$ cat config.mk
export PLATFORM = sky130hd
export DESIGN_NAME = spi_flash_responder
export DESIGN_NICKNAME = d
export VERILOG_FILES = /design/src/rtl/spi_flash_responder.sv
export SDC_FILE = /design/constraint.sdc
export NUM_CORES = 1
export LEC_CHECK = 0
export ABC_AREA = 1
export BUFFER_PORTS_ARGS = -buffer_cell sky130_fd_sc_hd__buf_2
export CAP_MARGIN = 20
export CELL_PAD_IN_SITES_DETAIL_PLACEMENT = 1
export CELL_PAD_IN_SITES_GLOBAL_PLACEMENT = 2
export CORE_ASPECT_RATIO = 1.75
export CORE_MARGIN = 3
export CORE_UTILIZATION = 31
export CTS_BUF_LIST = sky130_fd_sc_hd__clkbuf_16
export CTS_CLUSTER_SIZE = 20
export DETAILED_ROUTE_END_ITERATION = 8
export PLACE_DENSITY = 0.8
export RECOVER_POWER = 25
export SLEW_MARGIN = 25
export SYNTH_ARGS = -nofsm -noshare
export SYNTH_HDL_FRONTEND = slang
export SYNTH_SLANG_ARGS = --single-unit
$ cat constraint.sdc
create_clock -name clk_48mhz -period 1.67 [get_ports clk_48mhz]
set_input_delay 0.167 -clock clk_48mhz [delete_from_list [all_inputs] [get_ports clk_48mhz]]
set_output_delay 0.167 -clock clk_48mhz [all_outputs]
set_load 0.02 [all_outputs]
$ cat src/rtl/spi_flash_responder.sv
// spi_flash_responder
// SPI mode-0 target that behaves like a small configuration flash. SCK, CSn
// and MOSI are oversampled in the 48 MHz domain. The block decodes the flash
// command set and serves reads and page programs from a byte-wide memory port.
//
// Ports
//   clk_48mhz    sole clock
//   resetn       asynchronous active-low reset
//   spi_sck      SPI clock in (asynchronous, at most clk_48mhz/8)
//   spi_csn      chip select in, active low (asynchronous)
//   spi_mosi     serial data in, MSB first
//   spi_miso     serial data out, MSB first, changes after SCK falls
//   spi_miso_oe  drive enable for spi_miso
//   mem_addr     memory byte address
//   mem_rd_en    one-cycle read strobe; mem_rdata is valid on the next cycle
//   mem_rdata    memory read data
//   mem_wr_en    one-cycle write strobe
//   mem_wdata    write data, valid with mem_wr_en
//   wel          write-enable latch (for LED/debug)
module spi_flash_responder #(
    parameter int          ADDR_W   = 24,
    parameter logic [23:0] JEDEC_ID = 24'hEF4016
) (
    input  logic              clk_48mhz,
    input  logic              resetn,
    input  logic              spi_sck,
    input  logic              spi_csn,
    input  logic              spi_mosi,
    output logic              spi_miso,
    output logic              spi_miso_oe,
    output logic [ADDR_W-1:0] mem_addr,
    output logic              mem_rd_en,
    input  logic [7:0]        mem_rdata,
    output logic              mem_wr_en,
    output logic [7:0]        mem_wdata,
    output logic              wel
);

    typedef enum logic [2:0] {
        IDLE, CMD, ADDR, RESP, DATA_RD, DATA_WR, IGNORE
    } state_t;

    state_t state, state_next;

    logic sck_meta, sck_s, sck_prev;
    logic csn_meta, csn_s;
    logic mosi_meta, mosi_s;

    logic [4:0]  bit_cnt;
    logic [6:0]  rx_shift;
    logic [7:0]  rx_byte;
    logic [22:0] addr_shift;
    logic [23:0] addr_full;
    logic [7:0]  tx_shift;
    logic        miso_reg;
    logic [1:0]  resp_idx;
    logic        is_read;
    logic        wr_armed;
    logic        rd_pending;
    logic [7:0]  status_byte;

    logic sck_rise, sck_fall, byte_done, addr_done;

    // Two-FF synchronizers. sck_prev is the third stage that is used for
    // edge detection. CSn resets high so the bus starts out deselected.
    always_ff @(posedge clk_48mhz or negedge resetn) begin
        if (!resetn) begin
            sck_meta  <= 1'b0;
            sck_s     <= 1'b0;
            sck_prev  <= 1'b0;
            csn_meta  <= 1'b1;
            csn_s     <= 1'b1;
            mosi_meta <= 1'b0;
            mosi_s    <= 1'b0;
        end else begin
            sck_meta  <= spi_sck;
            sck_s     <= sck_meta;
            sck_prev  <= sck_s;
            csn_meta  <= spi_csn;
            csn_s     <= csn_meta;
            mosi_meta <= spi_mosi;
            mosi_s    <= mosi_meta;
        end
    end

    // A deselected bus masks SCK edges, so a CSn rise always beats a
    // coincident edge.
    assign sck_rise    = sck_s & ~sck_prev & ~csn_s;
    assign sck_fall    = ~sck_s & sck_prev & ~csn_s;
    assign rx_byte     = {rx_shift, mosi_s};
    assign addr_full   = {addr_shift, mosi_s};
    assign byte_done   = sck_rise && (bit_cnt == 5'd7);
    assign addr_done   = sck_rise && (bit_cnt == 5'd23) && (state == ADDR);
    assign status_byte = {6'b0, wel, 1'b0};

    always_ff @(posedge clk_48mhz or negedge resetn) begin
        if (!resetn) begin
            state <= IDLE;
        end else begin
            state <= state_next;
        end
    end

    always_comb begin
        state_next = state;
        if (csn_s) begin
            state_next = IDLE;
        end else begin
            case (state)
                IDLE: state_next = CMD;
                CMD: begin
                    if (byte_done) begin
                        case (rx_byte)
                            8'h05, 8'h9F: state_next = RESP;
                            8'h03:        state_next = ADDR;
                            8'h02:        state_next = wel ? ADDR : IGNORE;
                            default:      state_next = IGNORE;
                        endcase
                    end
                end
                ADDR: begin
                    if (addr_done) begin
                        state_next = is_read ? DATA_RD : DATA_WR;
                    end
                end
                default: state_next = state;
            endcase
        end
    end

    always_comb begin
        spi_miso_oe = ((state == RESP) || (state == DATA_RD)) && !csn_s;
        spi_miso    = spi_miso_oe ? miso_reg : 1'b0;
    end

    // The TX byte for the next slot is loaded on the rising edge that
    // completes the current byte. Falls then shift it out MSB first, so the
    // first bit is already on the line when the next byte begins. Read data
    // is loaded two cycles after its strobe, which is well before the next
    // fall because SCK runs no faster than clk/8.
    always_ff @(posedge clk_48mhz or negedge resetn) begin
        if (!resetn) begin
            mem_addr   <= '0;
            mem_rd_en  <= 1'b0;
            mem_wr_en  <= 1'b0;
            mem_wdata  <= 8'h00;
            wel        <= 1'b0;
            bit_cnt    <= 5'd0;
            rx_shift   <= 7'd0;
            addr_shift <= 23'd0;
            tx_shift   <= 8'h00;
            miso_reg   <= 1'b0;
            resp_idx   <= 2'd0;
            is_read    <= 1'b0;
            wr_armed   <= 1'b0;
            rd_pending <= 1'b0;
        end else begin
            mem_rd_en  <= 1'b0;
            mem_wr_en  <= 1'b0;
            rd_pending <= mem_rd_en;

            // Page-program addresses wrap within the 256-byte page.
            if (mem_wr_en) begin
                mem_addr[7:0] <= mem_addr[7:0] + 8'd1;
            end

            if (csn_s) begin
                bit_cnt    <= 5'd0;
                rx_shift   <= 7'd0;
                tx_shift   <= 8'h00;
                miso_reg   <= 1'b0;
                resp_idx   <= 2'd0;
                rd_pending <= 1'b0;
                wr_armed   <= 1'b0;
                if (wr_armed) begin
                    wel <= 1'b0;
                end
            end else begin
                if (state_next != state) begin
                    bit_cnt <= 5'd0;
                end else if (sck_rise) begin
                    bit_cnt <= (byte_done && state != ADDR) ? 5'd0 : bit_cnt + 5'd1;
                end

                if (sck_rise) begin
                    rx_shift <= rx_byte[6:0];
                end

                if (rd_pending) begin
                    tx_shift <= mem_rdata;
                end else if (sck_fall) begin
                    miso_reg <= tx_shift[7];
                    tx_shift <= {tx_shift[6:0], 1'b0};
                end

                case (state)
                    CMD: begin
                        if (byte_done) begin
                            case (rx_byte)
                                8'h06: wel <= 1'b1;
                                8'h04: wel <= 1'b0;
                                8'h05: begin
                                    tx_shift <= status_byte;
                                    resp_idx <= 2'd0;
                                end
                                8'h9F: begin
                                    tx_shift <= JEDEC_ID[23:16];
                                    resp_idx <= 2'd1;
                                end
                                8'h03: is_read <= 1'b1;
                                8'h02: is_read <= 1'b0;
                                default: ;
                            endcase
                        end
                    end
                    ADDR: begin
                        if (sck_rise) begin
                            addr_shift <= addr_full[22:0];
                        end
                        if (addr_done) begin
                            mem_addr  <= addr_full[ADDR_W-1:0];
                            mem_rd_en <= is_read;
                            if (!is_read) begin
                                wr_armed <= 1'b1;
                            end
                        end
                    end
                    // resp_idx 0 means repeating status. Values 1..3 step
                    // through the remaining JEDEC bytes and then repeat 0x00.
                    RESP: begin
                        if (byte_done) begin
                            case (resp_idx)
                                2'd0: tx_shift <= status_byte;
                                2'd1: begin
                                    tx_shift <= JEDEC_ID[15:8];
                                    resp_idx <= 2'd2;
                                end
                                2'd2: begin
                                    tx_shift <= JEDEC_ID[7:0];
                                    resp_idx <= 2'd3;
                                end
                                default: tx_shift <= 8'h00;
                            endcase
                        end
                    end
                    DATA_RD: begin
                        if (byte_done) begin
                            mem_addr  <= mem_addr + ADDR_W'(1);
                            mem_rd_en <= 1'b1;
                        end
                    end
                    DATA_WR: begin
                        if (byte_done) begin
                            mem_wdata <= rx_byte;
                            mem_wr_en <= 1'b1;
                        end
                    end
                    default: ;
                endcase
            end
        end
    end

endmodule

Word level (Yosys, flattened, before mapping)
Cells that the tools add are included.

word-level totals
  flip-flop bits (word level) = 94
  input bits = 13
  word-level logic and storage cells = 141

cells by class
  $add $sub $neg = 3
  eq/ne operators = 26
  muxes and demuxes = 53
  bitwise gates (word level) = 7
  reduce and logical (&&, ||, !) cells = 29

operators with widths
  cell                     count
  $mux W8                  7
  $mux W24                 2
  $pmux W24 S2             1
  $pmux W8 S2              2
  $add A24 B1 Y24 const B  1
  $eq A8 B3 Y1 const B     3
  $pmux W7 S3              1
  $mux W5                  4
  $mux W1                  19
  $pmux W3 S3              2
  $eq A8 B2 Y1 const B     2
  $reduce_bool A2 Y1       8
  $mux W7                  2
  $mux W3                  4
  $pmux W2 S2              3
  $reduce_and A4 Y1        3
  $reduce_and A3 Y1        3
  $reduce_bool A3 Y1       3
  $add A8 B1 Y8 const B    1
  $eq A8 B8 Y1 const B     1
  $ne A2 B2 Y1 const B     4
  $ne A4 B2 Y1 const B     2
  $eq A3 B2 Y1 const B     2
  $eq A3 B3 Y1 const B     2
  other kinds (22)         36

Depth between registers and ports, before layout
  depth in word-level cells = 11
  mapped depth = 15
  depth with buffers taken out = 15

Worst setup path after synthesis
OpenSTA, ideal clock, no wires.

  path type = register to register
  start point = register mem_addr[0]
  end point = register mem_addr[22]
  library setup time = 0.087 ns
  arrival time = 1.691 ns
  setup slack = -0.108 ns
  stages on the path, launching flop included = 9
  buffers on the path = 0
  clock period less this slack = 1.778 ns
  path through = dfrtp_1 -> ha_1 -> nand3_1 -> inv_1 -> nand3_1 -> nor3_1 -> xor2_1 -> nand3_1 -> o211ai_1

on the way
  word-level cells in the longest chain between the ends = 3

RTL lines
  item                    RTL line  RTL
  from (decl)             31        output logic [ADDR_W-1:0] mem_addr,
  from (signal assigned)  164       mem_addr[7:0] <= mem_addr[7:0] + 8'd1;
  from (signal assigned)  221       mem_addr <= addr_full[ADDR_W-1:0];
  from (signal assigned)  248       mem_addr <= mem_addr + ADDR_W'(1);
  $add A24 B1 Y24         248
  $mux W24                247       if (byte_done) begin
  $pmux W24 S2            196       case (state)

Every way passes these cells. The select of a mux whose other input is x is not followed.
A chain may end at the register's enable or synchronous reset.

Worst setup path after layout
  start point = register bit_cnt[3]
  end point = register bit_cnt[0]

on the way
  word-level cells in the longest chain between the ends = 9
  elaborated cells on any way between the ends = 16
  those cells by class = eq/ne (3); mux (8); reduce/logical (5)

RTL lines
  item                               RTL line  RTL
  from (decl)                        49        logic [4:0] bit_cnt;
  from (signal assigned)             182       bit_cnt <= (byte_done && state != ADDR) ? 5'd0 : bit_cnt + 5'd1;
  $eq A5 B5 Y1                       93        assign addr_done = sck_rise && (bit_cnt == 5'd23) && (state == ADDR);
  $logic_and A1 B1 Y1 (2 in series)  93
  $mux W3                            122       if (addr_done) begin
  $pmux W3 S3                        109       case (state)
  $mux W3                            106       if (csn_s) begin
  $ne A3 B3 Y1                       179       if (state_next != state) begin
  $mux W5                            179
  $mux W5                            167       if (csn_s) begin

Parallel ways exist; a longest one is shown, timed or not. The select of a mux whose other input is x is not followed.

==> impl_metrics.env <==
export IMPL_detail_route_iter0_violations=182
export IMPL_placement_io_buffers=49
export IMPL_postSynthCellCount=649
export IMPL_final_max_slew_violation_count=0
export IMPL_register_containing_the_most_flip_flops_in_the_final_layout="mem_addr"
export IMPL_effective_utilization_at_floorplan_pct=32.1
export IMPL_cell_internal_pwr_mw=3.46
export IMPL_yosys_top_cells_area="sky130_fd_sc_hd__dfrtp_1 (46%), sky130_fd_sc_hd__nand2_1 (14%), sky130_fd_sc_hd__inv_1 (5.0%)"
export IMPL_post_synthesis_instance_area_um2=5020
export IMPL_mostFrequentLayoutCells="sky130_fd_sc_hd__nand2_1 (160), sky130_fd_sc_hd__buf_4 (125), sky130_fd_sc_hd__dfrtp_1 (85)"
export IMPL_yosysWarningCount=0
export IMPL_cts_inserted_buffers=9
export IMPL_grt_max_degree=33
export IMPL_postRouteWirelength_mm=20.3
export IMPL_design_portCount=50
export IMPL_rows=60
export IMPL_hold_violations=0
export IMPL_drtPass1Iterations=4
export IMPL_vdd_ir_drop_worst_mv=0.439
export IMPL_floorplan_die_area_um2=17800
export IMPL_vias_per_cell=5.23
export IMPL_cts_root_buf="sky130_fd_sc_hd__clkbuf_16"
export IMPL_die_width_um=102
export IMPL_total_leakage_power_nw=3.60
export IMPL_worst_endpoint_required_ps=1950
export IMPL_setup_tns_ps=-3950
export IMPL_pwr_share_comb_pct=6.8
export IMPL_timing_final_crit_share_pct=112
export IMPL_design_core_area_um2=15600
export IMPL_cts_reportedPaths_clkPinSlew_ps=70
export IMPL_fraction_of_synthesized_cell_area_taken_by_the_top_area_cell_type_pct=45.9
export IMPL_critical_path_max_fanout=5
export IMPL_final_wtd_congestion=0.898
export IMPL_wl_per_cell_um=19.6
export IMPL_power_switching_mw=1.24
export IMPL_syn_area_per_cell_um2=7.73
export IMPL_synth_seq_cells=94
export IMPL_timing_final_crit_period_ps=1860
export IMPL_cpLargestDelayFamily="simple AND/OR/NAND/NOR gates"
export IMPL_postRouteAntennaNets=0
export IMPL_hold_start="mem_rdata[7]"
export IMPL_synth_sequential_area_ratio_pct=46.9
export IMPL_critical_path_reg2reg_startpoint="bit_cnt[3]$_DFFE_PN0P_"
export IMPL_reg_top3="mem_addr: 24 flops, addr_shift: 23 flops"
export IMPL_overall_track_demand_over_capacity_in_global_routing_pct=22.4
export IMPL_reg2reg_to="bit_cnt[0]$_DFFE_PN0P_"
export IMPL_clk_latency_ps=350
export IMPL_grt_remaining_overflow=0
export IMPL_clock_tree_from_tritoncts="yes"
export IMPL_ctsLongestPathBuffers=2
export IMPL_outcome="finished, violations left"
export IMPL_worstSetupPathDepth=13
export IMPL_worst_slew_pin_transition_ps=924
export IMPL_detailed_place_hpwl_mm=14.7
export IMPL_drive_gt1_share_pct=39.5
export IMPL_share_of_power_burned_in_registers_pct=49.3
export IMPL_max_cap_violations=0
export IMPL_critPathMaxStageDelay_ps=440
export IMPL_hold_path_class="in2reg"
export IMPL_synth_area_leader_cell="sky130_fd_sc_hd__dfrtp_1"
export IMPL_kind_of_start_point_of_the_critical_path="flip-flop"
export IMPL_largest_reg_flops=24
export IMPL_share_clk_of_total_power_pct=44.0
export IMPL_antenna_found_initial=0
export IMPL_worst_setup_path_end_kind="flip-flop"
export IMPL_grt_pass1_wl_mm=30.6
export IMPL_antenna_cells_inserted=0
export IMPL_path_cells="inv_1 -> nand4_1 -> nor2_8 -> nand2_4 -> nand2_2 -> nand2_1 -> nand2_1 -> nand2_1 -> nand2_1 -> nand2_1 -> nand2_2 -> nand2_4 -> nor2_2"
export IMPL_drt_drc_violations_left=0
export IMPL_worstHoldPathCells=3
export IMPL_min_delay_worst_endpoint="tx_shift[7]$_DFF_PN0_"
export IMPL_cp_buffers_inverters=1
export IMPL_timing_critical_path_mode_cell="sky130_fd_sc_hd__nand2_1"
export IMPL_relSlewSlack_pct=38.4
export IMPL_finalPower_mw=4.69
export IMPL_failed_checks="negative setup slack"
export IMPL_worst_ep_arrival_time_ps=2150
export IMPL_setup_repair_after_global_routing_missed_its_margin="true"
export IMPL_clock_skew_final_ps=11.3
export IMPL_layout_commonest_cell="sky130_fd_sc_hd__nand2_1"
export IMPL_fin_nets=861
export IMPL_crit_path_top_delay_cell="sky130_fd_sc_hd__dfrtp_1"
export IMPL_clock_tree_sinks=94
export IMPL_cts_htree_levels=3
export IMPL_clock_fmax_ghz=0.537
export IMPL_power_share_switching_pct=26.3
export IMPL_area_delta_synth_final_pct=48.5
export IMPL_grt_pass1_vias=5874
export IMPL_yosysUniqueCellTypes=47
export IMPL_die_height_um=174
export IMPL_post_synthesis_net_count=667
export IMPL_report_final_setup_viol=44
export IMPL_r2r_slack_ps=-190
export IMPL_setup_slack_ps=-192
export IMPL_crit_type="reg2reg"
export IMPL_power_density_relative_to_cell_area_nw_per_um2=630
export IMPL_reg2regPathDepth=13
export IMPL_vias=5406
layer usage:
| metal | track usage, % | share of wire [%] |
|---|---|---|
| met4 | 12.9 | 5.7 |
| met3 | 2.73 | 2.2 |
| met1 | 22.0 | 34 |
| met2 | 42.8 | 58 |
| met5 | 0 | 0 |
synth_stat cells (all sizes together):
| library cell | count |
|---|---|
| nand2 | 188 |
| dfrtp | 92 |
| inv | 70 |
| nor2 | 66 |
| nand3 | 52 |
| o21ai | 45 |
| a21oi | 20 |
| nand4 | 14 |
| nor3 | 11 |
| a31oi | 10 |
| o211ai | 10 |
| o22ai | 10 |
| buf | 8 |
| or2 | 8 |
| clkbuf | 7 |
| o221ai | 7 |
| xor2 | 6 |
| ha | 5 |
| a21o | 2 |
| a22oi | 2 |
| dfstp | 2 |
| nor4 | 2 |
| a21boi | 1 |
| a311oi | 1 |
| a31o | 1 |
| a32o | 1 |
| a32oi | 1 |
| clkinv | 1 |
| o21a | 1 |
| o21bai | 1 |
| o22a | 1 |
| o311ai | 1 |
| o31ai | 1 |
| xnor2 | 1 |
logic make-up after synthesis:
group                      count (synthesis)  synth area share [%]
DFF                                       94                  46.9
and+or+nand+nor                          341                  29.5
buffers and inverters                     86                  7.01
adders and majority gates                  5                  1.25
AOI/OAI and AO/OA                        116                  14.1
xor gates and xnor gates                   7                  1.22
metrics by stage:
stage                     util (%)  worst slack [ps]  cell area, um^2  cells  hold WS [ps]
after CTS                     45.2              -162             7050   1025           114
after global placement        40.7              -199             6360    989           158
after global routing          47.7              -333             7450   1034           155
final                         47.7              -192             7450   1034           117
after detailed placement      40.7              -301             6360    989           160
after floorplan                  -             -6.38             5020    649          -129
area by class of cell:
type                    count  area [um^2]
well taps                 186          233
repair buffers            198         1480
fillers                  1874         8170
clock buffers               9          225
clock inverters             7         66.3
inverters                  71          288
flip-flops and latches     94         2360
multi-input cells         469         2790
power by group through the flow:
stage | Sequential [mW] | Combinational, mW | Clock (mW)
global route | 2.31 | 0.347 | 2.21
floorplan | 2.35 | 0.0945 | 0
finish | 2.31 | 0.318 | 2.06
detailed placement | 2.35 | 0.253 | 0
CTS | 2.31 | 0.285 | 2.10
global placement | 2.35 | 0.244 | 0
worst reg2reg max path: stages, from the launching register on:
cell                      delay, ps
sky130_fd_sc_hd__dfrtp_1        440
sky130_fd_sc_hd__inv_1          140
sky130_fd_sc_hd__nand4_1        220
sky130_fd_sc_hd__nor2_8         230
sky130_fd_sc_hd__nand2_4        100
sky130_fd_sc_hd__nand2_2         90
sky130_fd_sc_hd__nand2_1         50
sky130_fd_sc_hd__nand2_1         60
sky130_fd_sc_hd__nand2_1         50
sky130_fd_sc_hd__nand2_1         80
sky130_fd_sc_hd__nand2_1         80
sky130_fd_sc_hd__nand2_2         80
sky130_fd_sc_hd__nand2_4         80
sky130_fd_sc_hd__nor2_2         110
worst max path at each step:
stage	end	from
floorplan	mem_addr[22]$_DFFE_PN0P_	mem_addr[0]$_DFF_PN0_
finish	bit_cnt[0]$_DFFE_PN0P_	bit_cnt[3]$_DFFE_PN0P_
CTS	bit_cnt[0]$_DFFE_PN0P_	bit_cnt[0]$_DFFE_PN0P_
global route	bit_cnt[0]$_DFFE_PN0P_	bit_cnt[0]$_DFFE_PN0P_
detailed placement	mem_addr[9]$_DFFE_PN0P_	bit_cnt[0]$_DFFE_PN0P_
global placement	mem_addr[9]$_DFFE_PN0P_	bit_cnt[0]$_DFFE_PN0P_
timing repair:
| item | 4_1_cts | 5_1_grt |
|---|---|---|
| hold buffers | 4 | 0 |
| hold endpoints to repair | 32 | 0 |
| endpoints found under the setup margin | 53 | 69 |
| resized for setup | 70 | 91 |
| pin swaps | 20 | 22 |
| setup buffers | 16 | 10 |
Power figures use the tool's default switching activity.
